`config.mk`:
```
export PLATFORM = sky130hd
export DESIGN_NAME = mem_arbiter
export DESIGN_NICKNAME = d
export VERILOG_FILES = /design/src/rtl/mem_arbiter_pkg.sv /design/src/rtl/bus_watchdog.sv /design/src/rtl/mem_arbiter.sv
export SDC_FILE = /design/constraint.sdc
export NUM_CORES = 1
export LEC_CHECK = 0
export CAP_MARGIN = 15
export CORE_MARGIN = 2
export CORE_UTILIZATION = 45
export CTS_CLUSTER_DIAMETER = 100
export DETAILED_ROUTE_END_ITERATION = 8
export DONT_BUFFER_PORTS = 1
export GPL_TIMING_DRIVEN = 0
export MAX_ROUTING_LAYER = met4
export PLACE_DENSITY = 0.67
export REMOVE_ABC_BUFFERS = 1
export SYNTH_ARGS = -nofsm -noshare
export SYNTH_HDL_FRONTEND = slang
export SYNTH_HIERARCHICAL = 1
export SYNTH_SLANG_ARGS = --single-unit
export TNS_END_PERCENT = 5
```
`constraint.sdc`:
```
create_clock -name clk -period 2.85 [get_ports clk]
set_clock_uncertainty 0.15 [all_clocks]
set_input_delay 0.285 -clock clk [delete_from_list [all_inputs] [get_ports clk]]
set_output_delay 0.285 -clock clk [all_outputs]
set_load 0.02 [all_outputs]
```
`src/rtl/mem_arbiter_pkg.sv`:
```
// Shared definitions for the IF/MEM memory-bus arbiter.
package mem_arbiter_pkg;

    // Arbiter sequencing states.
    typedef enum logic [2:0] {
        ARB_IDLE   = 3'd0,
        ARB_IF_RD  = 3'd1,
        ARB_MEM_RD = 3'd2,
        ARB_RMW_RD = 3'd3,
        ARB_RMW_WR = 3'd4,
        ARB_MEM_WR = 3'd5
    } arb_state_e;

    // Byte-select patterns with special handling.
    localparam logic [3:0] SEL_FULL = 4'b1111;
    localparam logic [3:0] SEL_NONE = 4'b0000;

    // Default number of un-acked bus cycles before abort.
    localparam int TIMEOUT_DEFAULT = 255;

endpackage

```
`src/rtl/bus_watchdog.sv`:
```
// Bus watchdog: counts un-acked bus cycles and flags the cycle in which
// the count reaches TIMEOUT, so the owner can abort on that edge.
module bus_watchdog
    import mem_arbiter_pkg::*;
#(
    parameter int TIMEOUT = TIMEOUT_DEFAULT
) (
    input  logic clk,
    input  logic rst,
    input  logic clear_i,
    input  logic en_i,
    output logic expired_o
);

    localparam logic [7:0] LAST_COUNT = 8'(TIMEOUT - 1);

    logic [7:0] count_q;
    logic [7:0] count_d;

    // Clear has priority over counting.
    always_comb begin
        count_d = count_q;
        if (clear_i) begin
            count_d = '0;
        end else if (en_i) begin
            count_d = count_q + 8'd1;
        end
    end

    // Counter register.
    always_ff @(posedge clk) begin
        if (rst) begin
            count_q <= '0;
        end else begin
            count_q <= count_d;
        end
    end

    // Expires in the cycle whose un-acked increment would reach TIMEOUT.
    assign expired_o = en_i && !clear_i && (count_q == LAST_COUNT);

endmodule

```
`src/rtl/mem_arbiter.sv`:
```
// Arbitrates the single memory bus between instruction fetch and data
// access, turning partial stores into read-modify-write sequences.
module mem_arbiter
    import mem_arbiter_pkg::*;
#(
    parameter int DATA_W  = 32,
    parameter int TIMEOUT = TIMEOUT_DEFAULT
) (
    input  logic              clk,
    input  logic              rst,
    input  logic              if_req_i,
    input  logic [DATA_W-1:0] if_addr_i,
    output logic [DATA_W-1:0] if_data_o,
    output logic              if_ack_o,
    output logic              stall_req_if,
    input  logic              mem_req_i,
    input  logic              mem_we_i,
    input  logic [3:0]        mem_sel_i,
    input  logic [DATA_W-1:0] mem_addr_i,
    input  logic [DATA_W-1:0] mem_data_i,
    output logic [DATA_W-1:0] mem_data_o,
    output logic              mem_ack_o,
    output logic              stall_req_mem,
    output logic              bus_ce_o,
    output logic              bus_we_o,
    output logic [DATA_W-1:0] bus_addr_o,
    output logic [DATA_W-1:0] bus_data_o,
    input  logic [DATA_W-1:0] bus_data_i,
    input  logic              bus_ack_i,
    output logic              bus_err_o
);

    arb_state_e        state_q, state_d;
    logic [DATA_W-1:0] addr_q, addr_d;
    logic [DATA_W-1:0] wdata_q, wdata_d;
    logic [3:0]        sel_q, sel_d;
    logic              last_mem_q, last_mem_d;
    logic              bus_ce_q, bus_ce_d;
    logic              bus_we_q, bus_we_d;
    logic [DATA_W-1:0] bus_addr_q, bus_addr_d;
    logic [DATA_W-1:0] bus_data_q, bus_data_d;
    logic [DATA_W-1:0] if_data_q, if_data_d;
    logic              if_ack_q, if_ack_d;
    logic [DATA_W-1:0] mem_data_q, mem_data_d;
    logic              mem_ack_q, mem_ack_d;
    logic              err_q, err_d;

    logic              bus_ack;
    logic              wd_clear;
    logic              wd_expired;
    logic              go_idle;
    logic              if_elig, mem_elig;
    logic              grant_if, grant_mem;
    logic [DATA_W-1:0] merge_word;

    // An ack only counts while a bus cycle is actually being presented.
    assign bus_ack = bus_ack_i & bus_ce_q;

    // A requester whose ack is going out this cycle must not be re-granted.
    assign if_elig   = if_req_i & ~if_ack_q;
    assign mem_elig  = mem_req_i & ~mem_ack_q;
    assign grant_mem = mem_elig & (~if_elig | ~last_mem_q);
    assign grant_if  = if_elig & ~grant_mem;

    // Partial-store merge: selected bytes from the store data, rest from memory.
    generate
        for (genvar gi = 0; gi < 4; gi++) begin : g_merge
            assign merge_word[8*gi +: 8] = sel_q[gi] ? wdata_q[8*gi +: 8]
                                                     : bus_data_i[8*gi +: 8];
        end
    endgenerate

    bus_watchdog #(
        .TIMEOUT(TIMEOUT)
    ) u_watchdog (
        .clk      (clk),
        .rst      (rst),
        .clear_i  (wd_clear),
        .en_i     (bus_ce_q & ~bus_ack_i),
        .expired_o(wd_expired)
    );

    // Next-state and registered-output logic.
    always_comb begin
        state_d    = state_q;
        addr_d     = addr_q;
        wdata_d    = wdata_q;
        sel_d      = sel_q;
        last_mem_d = last_mem_q;
        bus_ce_d   = bus_ce_q;
        bus_we_d   = bus_we_q;
        bus_addr_d = bus_addr_q;
        bus_data_d = bus_data_q;
        if_data_d  = '0;
        if_ack_d   = 1'b0;
        mem_data_d = '0;
        mem_ack_d  = 1'b0;
        err_d      = 1'b0;
        wd_clear   = 1'b0;
        go_idle    = 1'b0;

        case (state_q)
            ARB_IDLE: begin
                bus_ce_d   = 1'b0;
                bus_we_d   = 1'b0;
                bus_addr_d = '0;
                bus_data_d = '0;
                if (grant_mem) begin
                    last_mem_d = 1'b1;
                    addr_d     = mem_addr_i;
                    wdata_d    = mem_data_i;
                    sel_d      = mem_sel_i;
                    wd_clear   = 1'b1;
                    if (!mem_we_i) begin
                        state_d    = ARB_MEM_RD;
                        bus_ce_d   = 1'b1;
                        bus_addr_d = mem_addr_i;
                    end else if (mem_sel_i == SEL_FULL) begin
                        state_d    = ARB_MEM_WR;
                        bus_ce_d   = 1'b1;
                        bus_we_d   = 1'b1;
                        bus_addr_d = mem_addr_i;
                        bus_data_d = mem_data_i;
                    end else if (mem_sel_i == SEL_NONE) begin
                        // Nothing to write: complete without touching the bus.
                        mem_ack_d = 1'b1;
                    end else begin
                        state_d    = ARB_RMW_RD;
                        bus_ce_d   = 1'b1;
                        bus_addr_d = mem_addr_i;
                    end
                end else if (grant_if) begin
                    last_mem_d = 1'b0;
                    addr_d     = if_addr_i;
                    wd_clear   = 1'b1;
                    state_d    = ARB_IF_RD;
                    bus_ce_d   = 1'b1;
                    bus_addr_d = if_addr_i;
                end
            end
            ARB_IF_RD: begin
                if (bus_ack) begin
                    if_data_d = bus_data_i;
                    if_ack_d  = 1'b1;
                    go_idle   = 1'b1;
                end else if (wd_expired) begin
                    if_ack_d = 1'b1;
                    err_d    = 1'b1;
                    go_idle  = 1'b1;
                end
            end
            ARB_MEM_RD: begin
                if (bus_ack) begin
                    mem_data_d = bus_data_i;
                    mem_ack_d  = 1'b1;
                    go_idle    = 1'b1;
                end else if (wd_expired) begin
                    mem_ack_d = 1'b1;
                    err_d     = 1'b1;
                    go_idle   = 1'b1;
                end
            end
            ARB_RMW_RD: begin
                if (bus_ack) begin
                    // Drop the bus for one cycle, then issue the merged write.
                    wdata_d  = merge_word;
                    state_d  = ARB_RMW_WR;
                    bus_ce_d = 1'b0;
                    wd_clear = 1'b1;
                end else if (wd_expired) begin
                    mem_ack_d = 1'b1;
                    err_d     = 1'b1;
                    go_idle   = 1'b1;
                end
            end
            ARB_RMW_WR, ARB_MEM_WR: begin
                if (!bus_ce_q) begin
                    // Gap cycle after the RMW read phase.
                    bus_ce_d   = 1'b1;
                    bus_we_d   = 1'b1;
                    bus_addr_d = addr_q;
                    bus_data_d = wdata_q;
                end else if (bus_ack) begin
                    mem_ack_d = 1'b1;
                    go_idle   = 1'b1;
                end else if (wd_expired) begin
                    mem_ack_d = 1'b1;
                    err_d     = 1'b1;
                    go_idle   = 1'b1;
                end
            end
            default: begin
                go_idle = 1'b1;
            end
        endcase

        if (go_idle) begin
            state_d    = ARB_IDLE;
            bus_ce_d   = 1'b0;
            bus_we_d   = 1'b0;
            bus_addr_d = '0;
            bus_data_d = '0;
        end
    end

    // State and output registers; reset abandons any transaction silently.
    always_ff @(posedge clk) begin
        if (rst) begin
            state_q    <= ARB_IDLE;
            addr_q     <= '0;
            wdata_q    <= '0;
            sel_q      <= '0;
            last_mem_q <= 1'b0;
            bus_ce_q   <= 1'b0;
            bus_we_q   <= 1'b0;
            bus_addr_q <= '0;
            bus_data_q <= '0;
            if_data_q  <= '0;
            if_ack_q   <= 1'b0;
            mem_data_q <= '0;
            mem_ack_q  <= 1'b0;
            err_q      <= 1'b0;
        end else begin
            state_q    <= state_d;
            addr_q     <= addr_d;
            wdata_q    <= wdata_d;
            sel_q      <= sel_d;
            last_mem_q <= last_mem_d;
            bus_ce_q   <= bus_ce_d;
            bus_we_q   <= bus_we_d;
            bus_addr_q <= bus_addr_d;
            bus_data_q <= bus_data_d;
            if_data_q  <= if_data_d;
            if_ack_q   <= if_ack_d;
            mem_data_q <= mem_data_d;
            mem_ack_q  <= mem_ack_d;
            err_q      <= err_d;
        end
    end

    assign if_data_o     = if_data_q;
    assign if_ack_o      = if_ack_q;
    assign mem_data_o    = mem_data_q;
    assign mem_ack_o     = mem_ack_q;
    assign bus_ce_o      = bus_ce_q;
    assign bus_we_o      = bus_we_q;
    assign bus_addr_o    = bus_addr_q;
    assign bus_data_o    = bus_data_q;
    assign bus_err_o     = err_q;
    assign stall_req_if  = if_req_i & ~if_ack_q;
    assign stall_req_mem = mem_req_i & ~mem_ack_q;

endmodule
```
==> results of run 1 <==
## synthesized netlist by cell type, types with 2 or more instances
master	instances
o21a_1	2
a211o_1	32
a221oi_1	3
nor2_1	82
or3_1	64
clkbuf_1	66
nor4_1	4
dfxtp_1	213
buf_4	2
nor2b_1	3
a311oi_1	32
ha_1	2
and2_1	65
buf_2	21
mux2i_1	4
a211oi_1	34
o21ai_0	37
nand2b_1	2
nand3b_1	2
nand4_1	2
o32ai_1	2
nand3_1	35
nand2_1	144
nor3_1	4
or2_2	3
a22oi_4	3
xor2_1	3
inv_1	4
buf_1	4
a21oi_1	193
## tightest hold or removal path, stage by stage
cell	delay [ps]
or3_1	70
o21ai_0	60
a211oi_1	210
## metrics by stage
| stage | total power, mW | utilization, % |
|---|---|---|
| CTS | 8.778 | 61.73 |
| floorplan | 4.737 | - |
| global placement | 5.205 | 45.75 |
| finish | 8.880 | 62.71 |
| global route | 9.224 | 62.71 |
| detailed placement | 5.282 | 48.06 |
## cell families after synthesis
logic type,count (synthesis),synth area share [%]
AND/OR/NAND/NOR,415,22.52
AO/OA/AOI/OAI,350,24.38
flip-flops,213,47.40
buffers and inverters,99,4.590
XOR/XNOR,4,0.3895
multiplexers,4,0.4451
adder cells (fa/ha/maj),2,0.2781
## per-layer routing
layer	wire length, um	vias to the layer above	global-route usage (%)
li1	-	4135	-
met1	12340	4286	34.56
met2	15520	544	49.34
met3	3535	79	7.304
met4	1016	0	10.59
met5	0	-	-
## registers in the layout (all words and copies together) (netlist names)
signal and flops:
mem_data_o 32, sel_q 4, last_mem_q 1, bus_we_o 1, mem_ack_o 1, if_ack_o 1
if_data_o 32, addr_q 32, state_q 3, u_watchdog/count_q 8, bus_err_o 1, bus_addr_o 32
bus_ce_o 1, wdata_q 32, bus_data_o 32
## placed cells by master (no fill, tap or decap), types with 13 or more instances in the layout
master         synthesis  final
a21oi_1              193    185
buf_4                  2     13
o21ai_0               37     36
nor2_1                82     78
a211o_1               32     32
dlygate4sd3_1          0    165
nand2_1              144    140
a211oi_1              34     34
and2_1                65     65
clkbuf_16              0     28
a311oi_1              32     32
dfxtp_1              213    208
or3_1                 64     64
nand3_1               35     34
## layout make-up
class	instances	area, um2
fill	1564	7282
multi-input combinational	776	4536
sequential	213	4278
timing repair buffer	205	2278
clock buffer	39	749.5
tap	265	331.6
clock inverter	4	48.80
inverter	5	22.52
## what timing repair did
item | in CTS | in global routing
endpoints found under the setup margin | 112 | 121
gates resized for setup | 21 | 20
gates cloned | 1 | 2
hold buffers | 166 | 0
setup buffers | 10 | 6
hold endpoints to repair | 209 | 0
pin swaps | 4 | 2
## power groups by stage
stage	Clock [mW]	Combinational (mW)	Sequential, mW
floorplan	0	1.06	3.68
global placement	0	1.43	3.77
detailed placement	0	1.50	3.79
CTS	3.15	1.94	3.69
global route	3.27	2.24	3.72
finish	3.12	2.07	3.68
## path summary, 6_finish.rpt
check / endpoint / slack, ps / cells after the start
worst min-delay path: wdata_q[14] / 20 / 3
worst max-delay path: bus_data_o[8] / -100 / 13
worst max register to register: bus_data_o[8] / -100 / 13
worst min register to register: u_watchdog/count_q[6] / 350 / 2
==> impl_metrics.toml, run 1 <==
[status]
outcome = "complete, but fails checks"
violations = "setup timing"

[synthesis]
ys_seq_elements = 213
ys_seq_area_share_pct = 47.40
synthFlopType = "dfxtp_1"
postSynthCellCount = 1087
synth_cell_type_count = 50
synth_edf_count = 0
syn_area_um2 = 8996
ys_top_cells_by_area = "dfxtp_1 (47%), a21oi_1 (11%), nand2_1 (6.0%), and2_1 (4.5%), or3_1 (4.5%)"
syn_area_per_cell_um2 = 8.276
yosys.area.top_type = "dfxtp_1"
yosysWarnings = 6
synthArstFlopShare_pct = 0
yosys.area.top_type_share_pct = 47.40

[placed_design]
io_buffer_count = 0
place_inst = 1279
placed_area_um2 = 9385
dp_hpwl_mm = 17.40
place.gp.congestion = 0.7698
pre_cts_ws_ps = -1435

[critical_path]
start_kind = "flop"
critPathMaxStageDelay_ps = 400
reg2reg_from = "mem_ack_o"
critPathBufInv = 3
cp.required_ps = 3100
critPathTopFamily = "simple AND/OR/NAND/NOR gates"
startpoint = "mem_ack_o"
cp_max_fo = 10
crit_path_end_kind = "flop"
worstPathCellList = "nand2b_4, clkinvlp_4, o21ai_4, nand2_2, nand2b_4, nor4_4, nor2_2, o32ai_2, a2bb2oi_2, o311ai_4, buf_6, clkbuf_16, a21oi_1"
crit_type = "reg -> reg"
critical_path.slowest_cell = "dfxtp_4"
cp.arrival_ps = 3200
cpMostUsedCell = "nand2b_4"

[global_routing]
grt_pass1_wl_mm = 49.13
antenna_found_initial = 0
grt_pass1_vias = 8821
grt_max_degree = 77
grt-ovfl-total = 0
grt.total_usage_pct = 29.50

[clock_network]
cts_tree = "built"
cts_max_level = 1
root_buffer = "clkbuf_16"
clock-sinks = 213
cts_buffer_depth = 3
clkTransAtPathRegs_ps = 60
numCtsBuffers = 24
clock_latency_ps = 510

[floorplanning]
die_h_um = 145.4
row_count = 51
dieArea_um2 = 21140
ioPinCount = 273
fp.dieW_um = 145.4
core_um2 = 19530
start_util_pct = 46.07

[power]
pwr-share-clk_pct = 35.1
p_int_mw = 6.082
p_comb_share_pct = 23.4
swShare_pct = 31.50
p_sw_mw = 2.797
leakage_nw = 4.609
power_density_nw_per_um2 = 725.2
worst_ir_drop_vdd_uv = 408.2
power_frac_seq_pct = 41.5

[sta]
slew_headroom_pct = 36.06
fin_ws_ps = -103.8
maxSlewViolCount = 0
whs_ps = 20.70
min_period_over_period_pct = 103.6
setup_violations = 46
hold_viol = 0
tns_ps = -2788
grt_setup_unrepaired = "true"
period_needed_ps = 2954
timing.fmax_ghz = 0.3386
tightest_slew_ps = 957.0

[routing]
first_pass_iters = 5
ant_nets = 0
vias_per_cell = 6.001
vias = 9044
totalWireLength_mm = 32.42
first_iter_violations = 555
avgRoutedWirePerCell_um = 21.51
drcViolationCount = 0

[finish]
n_antenna_cell = 0
layout.nets = 1365
area_delta_synth_final_pct = 36.11
fin_cells = 1507
final_area_um2 = 12240
layout-drive-gt1-share_pct = 10.06

[hold_path]
hold_start = "bus_data_i[14]"
worstHoldPathType = "in -> reg"

[job]
drv_cap = 0
Power figures use the tool's default switching activity.
==> run 2, diff against run 1 <==
PLACE_DENSITY = unset   (was 0.67)
==> run 2 against run 1 <==
Net effect: the run still ends with setup timing left; clock-buffer cell count down 10; sequential power about the same; hold slack worse by 5.4 ps; core utilization up 0.29 points; wire length down 2.1%; first-iteration DRC count down 9.4%; non-clock buffer count up 5; combinational power down 2%; sequential cell count unchanged; cell area up 0.47%; sequential share of layout area down 0.16 points; final cell count up 0.20%.
==> impl_metrics.toml, run 2 (same netlist as run 1, synthesis figures left out) <==
[status]
outcome = "complete, but fails checks"
violations = "setup timing"

[power]
leakage_nw = 4.654
p_total_mw = 9.115
worst_ir_drop_vdd_uv = 391.3
power_density_nw_per_um2 = 741.0

[hold_path]
worstHoldPathType = "in -> reg"
holdPathStages = 4

[clock_network]
cts_tree = "built"
root_buffer = "clkbuf_16"
clock-sinks = 213
clkTransAtPathRegs_ps = 60
cts_max_level = 1
numCtsBuffers = 24
clock_latency_ps = 520
cts_buffer_depth = 3

[sta]
period_needed_ps = 2948
timing.fmax_ghz = 0.3392
whs_ps = 15.33
grt_setup_unrepaired = "true"
setup_violations = 47
slew_headroom_pct = 22.39
min_period_over_period_pct = 103.5
maxSlewViolCount = 0
fin_ws_ps = -98.40
tightest_slew_ps = 1155
tns_ps = -1991
hold_viol = 0

[placed_design]
pre_cts_ws_ps = -1244
dp_hpwl_mm = 17.61
io_buffer_count = 0
placed_area_um2 = 9402
place_inst = 1280
place.gp.congestion = 0.7865

[global_routing]
antenna_found_initial = 0
grt.total_usage_pct = 29.35
grt_pass1_wl_mm = 49.21
grt_max_degree = 78
grt-ovfl-total = 0
grt_pass1_vias = 9024

[routing]
first_iter_violations = 503
avgRoutedWirePerCell_um = 21.01
vias = 8856
totalWireLength_mm = 31.72
drcViolationCount = 0
vias_per_cell = 5.865
ant_nets = 0
first_pass_iters = 5

[finish]
n_antenna_cell = 0
fin_cells = 1510
layout-drive-gt1-share_pct = 10.04
utilization_pct = 63.00
layout_common_cells = "dfxtp_1 (208), a21oi_1 (189), dlygate4sd3_1 (168)"
area_delta_synth_final_pct = 36.75
layout.nets = 1370
final_area_um2 = 12300
final_common_cell = "dfxtp_1"

[floorplanning]
core_um2 = 19530
start_util_pct = 46.07
row_count = 51
dieArea_um2 = 21140
die_h_um = 145.4
ioPinCount = 273
fp.dieW_um = 145.4

[job]
drv_cap = 0

[critical_path]
ff2ff_path_depth = 14
start_kind = "flop"
cp_max_fo = 11
crit_path_end_kind = "flop"
cp.arrival_ps = 3200
cp.required_ps = 3100
crit_type = "reg -> reg"
run 2: changes by cell type in the layout (fill, tap and decap cells not counted), moves of 3 or more:
cell           change
buf_8              -4
clkinv_2           +4
a21oi_1            +4
dlygate4sd3_1      +3
buf_6              +3
bufinv_16          +4
a21oi_2            -4
clkbuf_1           -7
run 2: cell type report:
cell class,instances,area [um2]
fillers,1645,7224
multi-input cells,776,4492
flip-flops and latches,213,4278
repair buffers,210,2320
clock buffers,29,670.6
well taps,265,331.6
clock inverters,12,187.7
inverters,5,22.52
run 2: power by group:
group          switching [mW]  internal [mW]  total, mW
Clock                    1.27           2.11       3.39
Combinational            1.13          0.901       2.03
Sequential              0.398           3.30       3.70
run 2: layer usage:
layer / part of all wire, % / up-vias / GRT usage (%)
met5: 0 / - / -
met2: 50 / 395 / 51.85
met3: 8.0 / 59 / 6.082
li1: - / 4143 / -
met4: 2.2 / 0 / 8.284
met1: 40 / 4259 / 33.76
run 2: path summary, 6_finish.rpt:
| check | to | slack [ps] | from |
|---|---|---|---|
| worst min register to register | u_watchdog/count_q[6] | 350 | u_watchdog/count_q[6] |
| worst max-delay path | bus_addr_o[10] | -100 | mem_ack_o |
| worst max register to register | bus_addr_o[10] | -100 | mem_ack_o |
| worst min-delay path | state_q[2] | 20 | mem_req_i |
run 2: repair_timing:
| action | in CTS | in global routing |
|---|---|---|
| pin swaps | 4 | 5 |
| gates cloned | 1 | 1 |
| setup buffers | 8 | 10 |
| endpoints found under the setup margin | 126 | 112 |
| hold endpoints to repair | 211 | 0 |
| gates resized for setup | 17 | 14 |
| hold buffers | 169 | 0 |
run 2: worst max-delay path: stages, from the launching register on:
cell and delay [ps]:
dfxtp_4 380, nand2b_4 160, clkinvlp_4 210, o21ai_2 240, nand2_2 90, nand2b_4 160, nor4_4 340, nor2_2 70
o32ai_2 300, a2bb2oi_2 120, o311ai_4 100, buf_6 160, buf_16 140, clkbuf_16 160, a21oi_1 40
==> run 3, diff against run 2 <==
CORE_UTILIZATION = 43   (was 45)
DONT_BUFFER_PORTS = unset   (was 1)
PLACE_DENSITY = 0.87   (was unset)
==> run 3 against run 2 <==
Net effect: the run now ends clean; sequential cell count unchanged; combinational power increased by 12%; total power shrank 5.4%; non-clock buffer count rose by 94; critical path depth down 2; cell area increased by 5.9%; clock power is 17% lower; final cell count increased by 6.3%; largest power group unchanged; highest routed layer unchanged.
==> impl_metrics.toml, run 3 (same netlist as run 1, synthesis figures left out) <==
[status]
outcome = "complete, no violations"

[placed_design]
dp_hpwl_mm = 19.50
io_buffer_count = 272
place.gp.congestion = 0.8426
place_inst = 1554
pre_cts_ws_ps = -1442

[routing]
vias = 9404
first_iter_violations = 572
wl_met3_mm = 3.208
totalWireLength_mm = 31.13
highest_layer = "met4"
drcViolationCount = 0
first_pass_iters = 5
vias_per_cell = 5.859
avgRoutedWirePerCell_um = 19.39
wl_met1_mm = 11.79
ant_nets = 0
met2_length_mm = 15.02

[finish]
layout.nets = 1462
utilization_pct = 63.98
final_common_cell = "clkdlybuf4s50_1"
area_delta_synth_final_pct = 44.83
layout-drive-gt1-share_pct = 7.496
layout_common_cells = "clkdlybuf4s50_1 (271), dfxtp_1 (209), a21oi_1 (193)"
fin_cells = 1605

[sta]
timing.fmax_ghz = 0.3515
tightest_slew_ps = 1029
hold_viol = 0
period_needed_ps = 2845
maxSlewViolCount = 0
grt_setup_unrepaired = "true"
setup_violations = 0
tns_ps = 0
fin_ws_ps = 5.010
slew_headroom_pct = 31.18
min_period_over_period_pct = 99.82

[global_routing]
grt_pass1_wl_mm = 48.47
grt_pass1_vias = 9172
grt_max_degree = 78
grt.total_usage_pct = 27.96
grt-ovfl-total = 0
antenna_found_initial = 1

[clock_network]
numCtsBuffers = 22
clock_latency_ps = 510
clock-sinks = 213
cts_max_level = 1
root_buffer = "clkbuf_16"
clkTransAtPathRegs_ps = 60
cts_tree = "built"
cts_buffer_depth = 3
ctsHoldBuffers = 0

[critical_path]
crit_type = "reg -> reg"
cp_max_fo = 20
cp.required_ps = 3100
crit_path_end_kind = "flop"
start_kind = "flop"
cp.arrival_ps = 3090

[power]
swShare_pct = 31.08
worst_ir_drop_vdd_uv = 512.9
p_sw_mw = 2.679
pwr-share-clk_pct = 32.8
power_frac_seq_pct = 40.9
p_comb_share_pct = 26.3
power_density_nw_per_um2 = 661.6
p_int_mw = 5.941
leakage_nw = 4.762

[floorplanning]
fp.dieW_um = 148.6
dieArea_um2 = 22090
die_h_um = 148.6
start_util_pct = 44.18
ioPinCount = 273
core_um2 = 20360
row_count = 52

[job]
drv_cap = 0

[hold_path]
worstHoldPathType = "in -> reg"
==> run 3: area by class of cell <==
| cell class | instances | area (um2) |
|---|---|---|
| diodes | 1 | 2.502 |
| clock buffers | 34 | 696.9 |
| clock inverters | 2 | 10.01 |
| fillers | 1650 | 7336 |
| inverters | 5 | 18.77 |
| multi-input cells | 776 | 4457 |
| flip-flops and latches | 213 | 4274 |
| well taps | 270 | 337.8 |
| repair buffers | 304 | 3232 |
==> run 3: what timing repair did <==
action,4_1_cts,5_1_grt
pin swaps,2,3
cloned,1,1
setup buffers,9,2
gates resized for setup,15,4
setup endpoints to repair,112,78
==> run 3: critical path: stages (launching register included) <==
cell,delay (ps)
dfxtp_2,470
and3b_4,260
nand3_4,180
nand2_1,200
nand2b_1,170
nor4_4,60
nor2_1,130
o32ai_2,100
a2bb2oi_2,230
o311ai_4,190
buf_6,180
buf_16,150
a21oi_1,250
==> run 3: power by group through the flow <==
| stage | registers (mW) | logic (mW) | clock network (mW) |
|---|---|---|---|
| 6_report | 3.53 | 2.27 | 2.83 |
| 3_3_place_gp | 3.61 | 1.99 | 0 |
| 4_1_cts | 3.52 | 2.23 | 2.87 |
| 5_1_grt | 3.56 | 2.45 | 2.99 |
| 2_1_floorplan | 3.68 | 1.06 | 0 |
| 3_5_place_dp | 3.62 | 2.08 | 0 |
==> run 3: path summary, 6_finish.rpt <==
check,from,end,slack [ps],depth (start not counted)
setup reg to reg,state_q[0],bus_data_o[0],5,12
setup / recovery,state_q[0],bus_data_o[0],5,12
hold reg to reg,bus_data_o[15],bus_data_o[15],300,2
hold / removal,if_addr_i[9],addr_q[9],230,3
==> run 3: stage by stage <==
stage	area [um2]	hold slack (ps)	total power, mW
detailed placement	12070	292.4	5.699
CTS	12950	216.5	8.611
floorplan	8602	204.1	4.737
global placement	11660	289.8	5.596
finish	13030	234.0	8.620
global route	13030	231.6	9.004
==> run 3: layer usage <==
metal / track usage, % / vias up
met5: - / -
met3: 5.767 / 95
met1: 32.83 / 4431
met4: 10.86 / 0
met2: 47.18 / 547
li1: - / 4331
